$ cat config.mk
export PLATFORM = sky130hd
export DESIGN_NAME = hack_fetch_flat
export DESIGN_NICKNAME = d
export VERILOG_FILES = /design/src/rtl/hack_fetch_if.sv /design/src/rtl/hack_fetch.sv /design/src/flat_wrapper.sv
export SDC_FILE = /design/constraint.sdc
export NUM_CORES = 1
export LEC_CHECK = 0
export CAP_MARGIN = 25
export CORE_AREA = 2 2 96 98
export DETAILED_ROUTE_END_ITERATION = 10
export DIE_AREA = 0 0 98 100
export HOLD_SLACK_MARGIN = 0.1
export PLACE_DENSITY_LB_ADDON = 0.08
export SLEW_MARGIN = 25
export SYNTH_ARGS = -nofsm -noshare
export SYNTH_HDL_FRONTEND = slang
export SYNTH_SLANG_ARGS = --single-unit
$ cat constraint.sdc
create_clock -name clk -period 2.68 [get_ports clk]
set_input_delay 0.402 -clock clk [delete_from_list [all_inputs] [get_ports clk]]
set_output_delay 0.402 -clock clk [all_outputs]
set_load 0.01 [all_outputs]
$ cat src/rtl/hack_fetch_if.sv
// hack_fetch_if: ROM read port, jump redirect and decode handshake of the Hack fetch stage
interface hack_fetch_if #(
  parameter int ADDR_WIDTH = 15,
  parameter int DATA_WIDTH = 16
);
  logic                  rom_en;
  logic [ADDR_WIDTH-1:0] rom_addr;
  logic [DATA_WIDTH-1:0] rom_data;
  logic                  jump;
  logic [ADDR_WIDTH-1:0] jump_addr;
  logic [DATA_WIDTH-1:0] instr;
  logic [ADDR_WIDTH-1:0] instr_pc;
  logic                  instr_valid;
  logic                  instr_ready;
  modport master (
    output rom_en, rom_addr, instr, instr_pc, instr_valid,
    input  rom_data, jump, jump_addr, instr_ready
  );
  modport slave (
    input  rom_en, rom_addr, instr, instr_pc, instr_valid,
    output rom_data, jump, jump_addr, instr_ready
  );
endinterface

$ cat src/rtl/hack_fetch.sv
// hack_fetch: Hack CPU fetch stage with credit-based ROM issue and a 2-entry output buffer
module hack_fetch #(
  parameter int ADDR_WIDTH = 15,
  parameter int DATA_WIDTH = 16,
  parameter int RESET_PC   = 0
) (
  input logic         clk,
  input logic         rst_n,
  hack_fetch_if.master bus
);
  localparam int EW = DATA_WIDTH + ADDR_WIDTH;
  logic [ADDR_WIDTH-1:0] fetchPc;
  logic                  inflight;
  logic [1:0]            count;
  logic [EW-1:0]         mem [2];
  logic                  deq;
  logic                  wr;
  logic                  wrIdx;
  assign deq             = bus.instr_valid & bus.instr_ready;
  assign wr              = inflight & !bus.jump;
  assign wrIdx           = count[1] | (count[0] & !deq);
  assign bus.rom_en      = rst_n & !bus.jump & (({1'b0, count} + {2'b0, inflight}) < (3'd2 + {2'b0, deq}));
  assign bus.rom_addr    = fetchPc;
  assign bus.instr_valid = count != 2'd0;
  assign {bus.instr, bus.instr_pc} = bus.instr_valid ? mem[0] : '0;
  always_ff @(posedge clk or negedge rst_n) begin
    if (!rst_n) begin
      fetchPc  <= ADDR_WIDTH'(RESET_PC);
      inflight <= 1'b0;
      count    <= 2'd0;
    end else begin
      inflight <= bus.rom_en;
      fetchPc  <= bus.jump ? bus.jump_addr : bus.rom_en ? fetchPc + ADDR_WIDTH'(1) : fetchPc;
      count    <= bus.jump ? 2'd0 : count + {1'b0, wr} - {1'b0, deq};
    end
  end
  always_ff @(posedge clk) begin
    if (deq) mem[0] <= mem[1];
    if (wr) mem[wrIdx] <= {bus.rom_data, fetchPc - ADDR_WIDTH'(1)};
  end
endmodule
$ cat src/flat_wrapper.sv
// flat-port wrapper written by rule: the top's interface ports become plain ports
module hack_fetch_flat 
#(
  parameter int ADDR_WIDTH = 15,
  parameter int DATA_WIDTH = 16,
  parameter int RESET_PC   = 0
)
  (clk, rst_n, bus_rom_en, bus_rom_addr, bus_instr, bus_instr_pc, bus_instr_valid, bus_rom_data, bus_jump, bus_jump_addr, bus_instr_ready);
  hack_fetch_if #(.ADDR_WIDTH(ADDR_WIDTH), .DATA_WIDTH(DATA_WIDTH)) bus_i ();
  input logic clk;
  input logic rst_n;
  output wire logic [$bits(bus_i.rom_en)-1:0] bus_rom_en;
  output wire logic [$bits(bus_i.rom_addr)-1:0] bus_rom_addr;
  output wire logic [$bits(bus_i.instr)-1:0] bus_instr;
  output wire logic [$bits(bus_i.instr_pc)-1:0] bus_instr_pc;
  output wire logic [$bits(bus_i.instr_valid)-1:0] bus_instr_valid;
  input wire logic [$bits(bus_i.rom_data)-1:0] bus_rom_data;
  input wire logic [$bits(bus_i.jump)-1:0] bus_jump;
  input wire logic [$bits(bus_i.jump_addr)-1:0] bus_jump_addr;
  input wire logic [$bits(bus_i.instr_ready)-1:0] bus_instr_ready;
  assign bus_rom_en = bus_i.rom_en;
  assign bus_rom_addr = bus_i.rom_addr;
  assign bus_instr = bus_i.instr;
  assign bus_instr_pc = bus_i.instr_pc;
  assign bus_instr_valid = bus_i.instr_valid;
  assign bus_i.rom_data = bus_rom_data;
  assign bus_i.jump = bus_jump;
  assign bus_i.jump_addr = bus_jump_addr;
  assign bus_i.instr_ready = bus_instr_ready;
  hack_fetch #(.ADDR_WIDTH(ADDR_WIDTH), .DATA_WIDTH(DATA_WIDTH), .RESET_PC(RESET_PC)) u_core (.clk(clk), .rst_n(rst_n), .bus(bus_i));
endmodule
### Word-level counts from Yosys, hierarchy flattened

Memory sizes are Yosys's and may differ from the RTL's.
Cells that the tools add are included.

| word-level totals | value |
|---|---|
| register bits after elaboration | 18 |
| RAM bits | 62 |
| bits of input ports | 35 |
| output and inout bits | 48 |
| word-level logic and storage cells | 29 |
| memories kept | 1 |

Memory list:

| memory | depth | bits a word | rd ports | clocked after Yosys merged registers in | wr ports | line | text |
|---|---|---|---|---|---|---|---|
| u_core.mem | 2 | 31 | 2 | 0 | 2 | hack_fetch.sv:15 | `logic [EW-1:0] mem [2];` |

| operators by class | value |
|---|---|
| add/subtract/negate cells | 6 |
| magnitude comparators | 1 |
| muxes and demuxes | 8 |
| bitwise operators | 6 |
| reduce and logical (&&, ||, !) cells | 4 |

Operators by type and width:

| kind | count |
|---|---|
| two-way mux 31 bit | 1 |
| two-way mux 15 bit | 2 |
| adder 15 x 1 -> 15 bit (second input constant) | 1 |
| subtractor 15 x 1 -> 15 bit (second input constant) | 1 |
| bitwise AND 1 bit | 5 |
| two-way mux 1 bit | 4 |
| nonzero test 2 bit | 2 |
| adder 2 x 1 -> 3 bit | 1 |
| adder 2 x 1 -> 3 bit (first input constant) | 1 |
| less-than comparator 3 bit | 1 |
| adder 2 x 1 -> 2 bit | 1 |
| zero test 1 bit | 2 |
| two-way mux 2 bit | 1 |
| subtractor 2 x 1 -> 2 bit | 1 |
| OR 1 bit | 1 |

### Logic depth before layout (Yosys ltp)

Gate-level depths: netlist of run 1.

| depth | value |
|---|---|
| depth in word-level cells | 7 |
| depth in mapped cells | 8 |
| gate-level depth less buffers | 8 |

### Worst setup path before layout of run 1

Ideal clock, no wire load.

| timing | value |
|---|---|
| kind | register -> register |
| start point | register u_core.count[0] |
| end point | memory u_core.mem[1][0] in the netlist's numbering, enable pin |
| setup time | 0.423 ns |
| arrival | 2.435 ns |
| required time | 2.257 ns |
| setup slack | -0.178 ns |
| cell stages (with the launch flop) | 5 |
| buffers on the path | 0 |
| clock period less this slack | 2.858 ns |
| cell sequence | dfrtp_1 -> o21ai_0 -> ha_1 -> nor2_1 -> nor2b_1 |

RTL lines:

| element | line | text |
|---|---|---|
| start: declaration | hack_fetch.sv:14 | `logic [1:0] count;` |
| start signal: assignment | hack_fetch.sv:34 | `count <= bus.jump ? 2'd0 : count + {1'b0, wr} - {1'b0, deq};` |
| end: declaration | hack_fetch.sv:15 |  |

==> metrics list, run 1 <==
- Counting flops with a built-in enable in the synthesized netlist gives between 60 and 70.
- In this run the tightest slew margin relative to its limit is 0.5519.
- DR pass1 iterations: 4
* Global placer's final weighted congestion: about 0.83
- Clock H-tree levels: 3
- Share of flip-flops with an asynchronous set or reset: 0.2250
- The worst setup path is captured at a register.
- The first global-routing pass estimated 14.12 mm of wire.
- The area growth from synthesis to layout is 31.61%.
- The root buffer cell chosen for the clock tree is sky130_fd_sc_hd__clkbuf_8.
- Type of the worst min-delay path: primary input to async pin
- Clock latency on the worst-skew pair, taken at its later pin, is 350 ps.
* Outcome: finished, final reports clean
- Horizontal extent of the die: 98 um
- Among all flip-flop cells after synthesis, the most frequent one is sky130_fd_sc_hd__edfxtp_1.
* Core box area: 8890 um2
- Wirelength, routed: just over 8 mm
* Die outline area: approximately 10000 um2
* IR Drop Worst-Case VDD: approximately 380 uV
* HPWL reported at the end of detailed placement: about 5.7 mm
* Commonest non-fill, non-tap cell in the layout: sky130_fd_sc_hd__clkdlybuf4s50_1
* Share of final-layout standard cells stronger than drive strength 1: 0.1167
- At the pin with the least slew margin, the transition time is about 670 ps.
- Number of routed nets with antenna violations: 0
- Crit path setup slack, layout: around 260 ps
* Net Count, Synth: roughly 400
- The via count of the first global-routing pass is 2945.
* Vias: 2892
- Entering global routing, the biggest net connects 33 pins.
- The critical path is of the register to register type.
- Sink Count: 80
* Synthesized area per cell: approximately 11 um2
* Final-report setup violation count: 0
- Net count reported at finish: slightly below 500
- For this design the ratio of total power to cell area is 833.1 nW/um2.
- For this block, the initial DRC count from the detailed router was 91.
* Number of DRC violations after detailed routing: 0
- The number of antenna diodes in the final layout is 0.
- After detailed routing, the average wire length per cell comes to 14.39 um.
- In this run, distinct cell masters in the synthesized netlist total 39.
- The initial utilization of the core area, before any placement, comes to 0.4431.
* Setup repair after global routing missed its margin: no
- Along the worst path, the maximum fanout reaches 5.
* Final Hold Fails: 0
- Most frequent cells in the layout: sky130_fd_sc_hd__clkdlybuf4s50_1, sky130_fd_sc_hd__nand2_1, sky130_fd_sc_hd__edfxtp_1, sky130_fd_sc_hd__nor2b_1, sky130_fd_sc_hd__nor2_1
* Row count: 35
- Once layout is complete, the utilization of the core stands at 0.5831.
- Post-synthesis register bit count: 80
- Vertical die dimension: about 100 um
- In this run the count of I/O pins placed on the die edge is 83.
* CTS tree: yes
- The final-report max-slew violation count was 0.
- Area of combinational cells with multiple inputs: 1496 um2
- Of the synthesized area, sequential elements account for 0.5870.
- Register Area: about 2300 um2
* Area of the mapped netlist: ~4000 um2
- Launching element type of the critical path: register
- Shortest period the worst path allows: 2418 ps
- Derived from the worst setup path, the maximum achievable clock frequency is just over 0.4 GHz.
- Post-route fraction of the period consumed by the critical path: 0.9022
* Number of instances in the synthesized netlist: around 360
- Global routing finished with a remaining overflow of 0.
- TritonCTS created 9 clock buffers.
* Number of input and output port buffers inserted: between 80 and 90
- In this run the static leakage power is ~1.9 nW.
* Summed negative setup slack over all endpoints: 0 ps
* Data required time of the critical path: 2780 ps
* Max Root-Sink Buffers: 2
* Data arrival time of the critical path: 2520 ps
* Number of warnings issued by yosys: 0
- Before CTS, the worst setup slack after placement is 209.0 ps.
* MaxCap Viol Count: 0
* Number of antenna violations at the first check in global routing: 0
- Final Skew: about 9.9 ps
- The layout has between 700 and 800 filler cells.
* Worst-path clk slew: roughly 90 ps
- Via/cell ratio: slightly above 5
- Across every metal layer, demand over resource in global routing totals 0.1797.
==> critical path, stage by stage (launching register included) <==
cell                      delay, ps
sky130_fd_sc_hd__dfrtp_1        380
sky130_fd_sc_hd__inv_1          100
sky130_fd_sc_hd__ha_1           200
sky130_fd_sc_hd__or4b_2         680
sky130_fd_sc_hd__nor4b_1        370
sky130_fd_sc_hd__xor2_1         140
sky130_fd_sc_hd__mux2_1         300
==> area by class of cell <==
cell class | instances | area share
clock buffer | 10 | 0.02462
clock inverter | 6 | 0.008689
inverter | 10 | 0.007241
multi-input combinational | 244 | 0.2887
sequential | 80 | 0.4461
tap | 111 | 0.02679
timing repair buffer | 104 | 0.1979
==> routing by layer <==
layer / part of all wire / vias up / global-route usage
li1: - / 1459 / -
met1: 0.47 / 1335 / 0.2416
met2: 0.47 / 85 / 0.2945
met3: 0.045 / 13 / 0.02786
met4: 0.019 / 0 / 0.07265
met5: 0 / - / 0
==> path summary, 6_finish.rpt <==
check | slack, ps | cells after the start | end | start
max | 260 | 6 | u_core.mem[0][14]$_DFFE_PP_ | u_core.bus.rom_addr[0]$_DFFE_PN0P_
min | 290 | 1 | u_core.inflight$_DFF_PN0_ | rst_n
max reg2reg | 260 | 6 | u_core.mem[0][14]$_DFFE_PP_ | u_core.bus.rom_addr[0]$_DFFE_PN0P_
min reg2reg | 530 | 2 | u_core.mem[0][20]$_DFFE_PP_ | u_core.mem[1][20]$_DFFE_PP_
max in group asynchronous | 1970 | 2 | u_core.bus.rom_addr[8]$_DFFE_PN0P_ | rst_n
min in group clk | 530 | 2 | u_core.mem[0][20]$_DFFE_PP_ | u_core.mem[1][20]$_DFFE_PP_
==> power breakdown <==
group / leakage (nW) / internal, W / switching [W]
Clock: 0.0789 / 0.000339 / 0.000446
Combinational: 1.06 / 0.000887 / 0.000911
Sequential: 0.774 / 0.00165 / 0.0000879
Total: 1.91 / 0.00287 / 0.00145
==> sequential cells by signal, summed over array words and instances (netlist names) <==
name and count:
u_core.count 2, u_core.mem 62, u_core.inflight 1, u_core.bus.rom_addr 15
==> synth_stat cells (10+ instances only) <==
cell | instances | area [um2]
sky130_fd_sc_hd__nand3_1 | 11 | 55.05
sky130_fd_sc_hd__edfxtp_1 | 62 | 1862
sky130_fd_sc_hd__nor2b_1 | 37 | 231.5
sky130_fd_sc_hd__or4_1 | 12 | 90.09
sky130_fd_sc_hd__o31ai_1 | 11 | 82.58
sky130_fd_sc_hd__dfrtp_1 | 18 | 450.4
sky130_fd_sc_hd__xor2_1 | 11 | 96.34
sky130_fd_sc_hd__inv_1 | 10 | 37.54
sky130_fd_sc_hd__clkbuf_1 | 16 | 60.06
sky130_fd_sc_hd__nand2_1 | 63 | 236.5
sky130_fd_sc_hd__a31oi_1 | 13 | 81.33
sky130_fd_sc_hd__nor2_1 | 22 | 82.58
==> metrics by stage <==
step	power (W)	cells	hold slack (ps)	area [um2]
floorplan	0.002665	357	106.4	3941
global placement	0.003559	549	494.0	5004
detailed placement	0.003588	549	503.4	5004
CTS	0.004374	565	279.1	5176
global route	0.004605	565	295.9	5184
finish	0.004319	565	289.6	5184
==> kinds of logic after synthesis <==
| group | Yosys count | synth area share |
|---|---|---|
| AO/OA/AOI/OAI | 39 | 0.06512 |
| AND/OR/NAND/NOR | 174 | 0.2290 |
| multiplexers | 10 | 0.02859 |
| adder cells (fa/ha/maj) | 7 | 0.02224 |
| flip-flops | 80 | 0.5870 |
| XOR/XNOR | 14 | 0.03113 |
| buffers and inverters | 33 | 0.03685 |
==> repair_timing <==
item | in CTS | in global routing
resized for setup | 0 | 2
endpoints found under the setup margin | 0 | 1
buffers inserted | 0 | 0
hold buffers | 0 | 0
(Power assumes the default switching activity.)
==> inputs of run 2 (changes only) <==
--- a/config.mk
+++ b/config.mk
@@ -5,7 +5,7 @@
 export SDC_FILE = /design/constraint.sdc
 export NUM_CORES = 1
 export LEC_CHECK = 0
-export CAP_MARGIN = 25
+export CAP_MARGIN = 20
 export CORE_AREA = 2 2 96 98
 export DETAILED_ROUTE_END_ITERATION = 10
 export DIE_AREA = 0 0 98 100
==> results of run 2 <==
The final DEF is identical to that of run 1; final timing and power are the same.
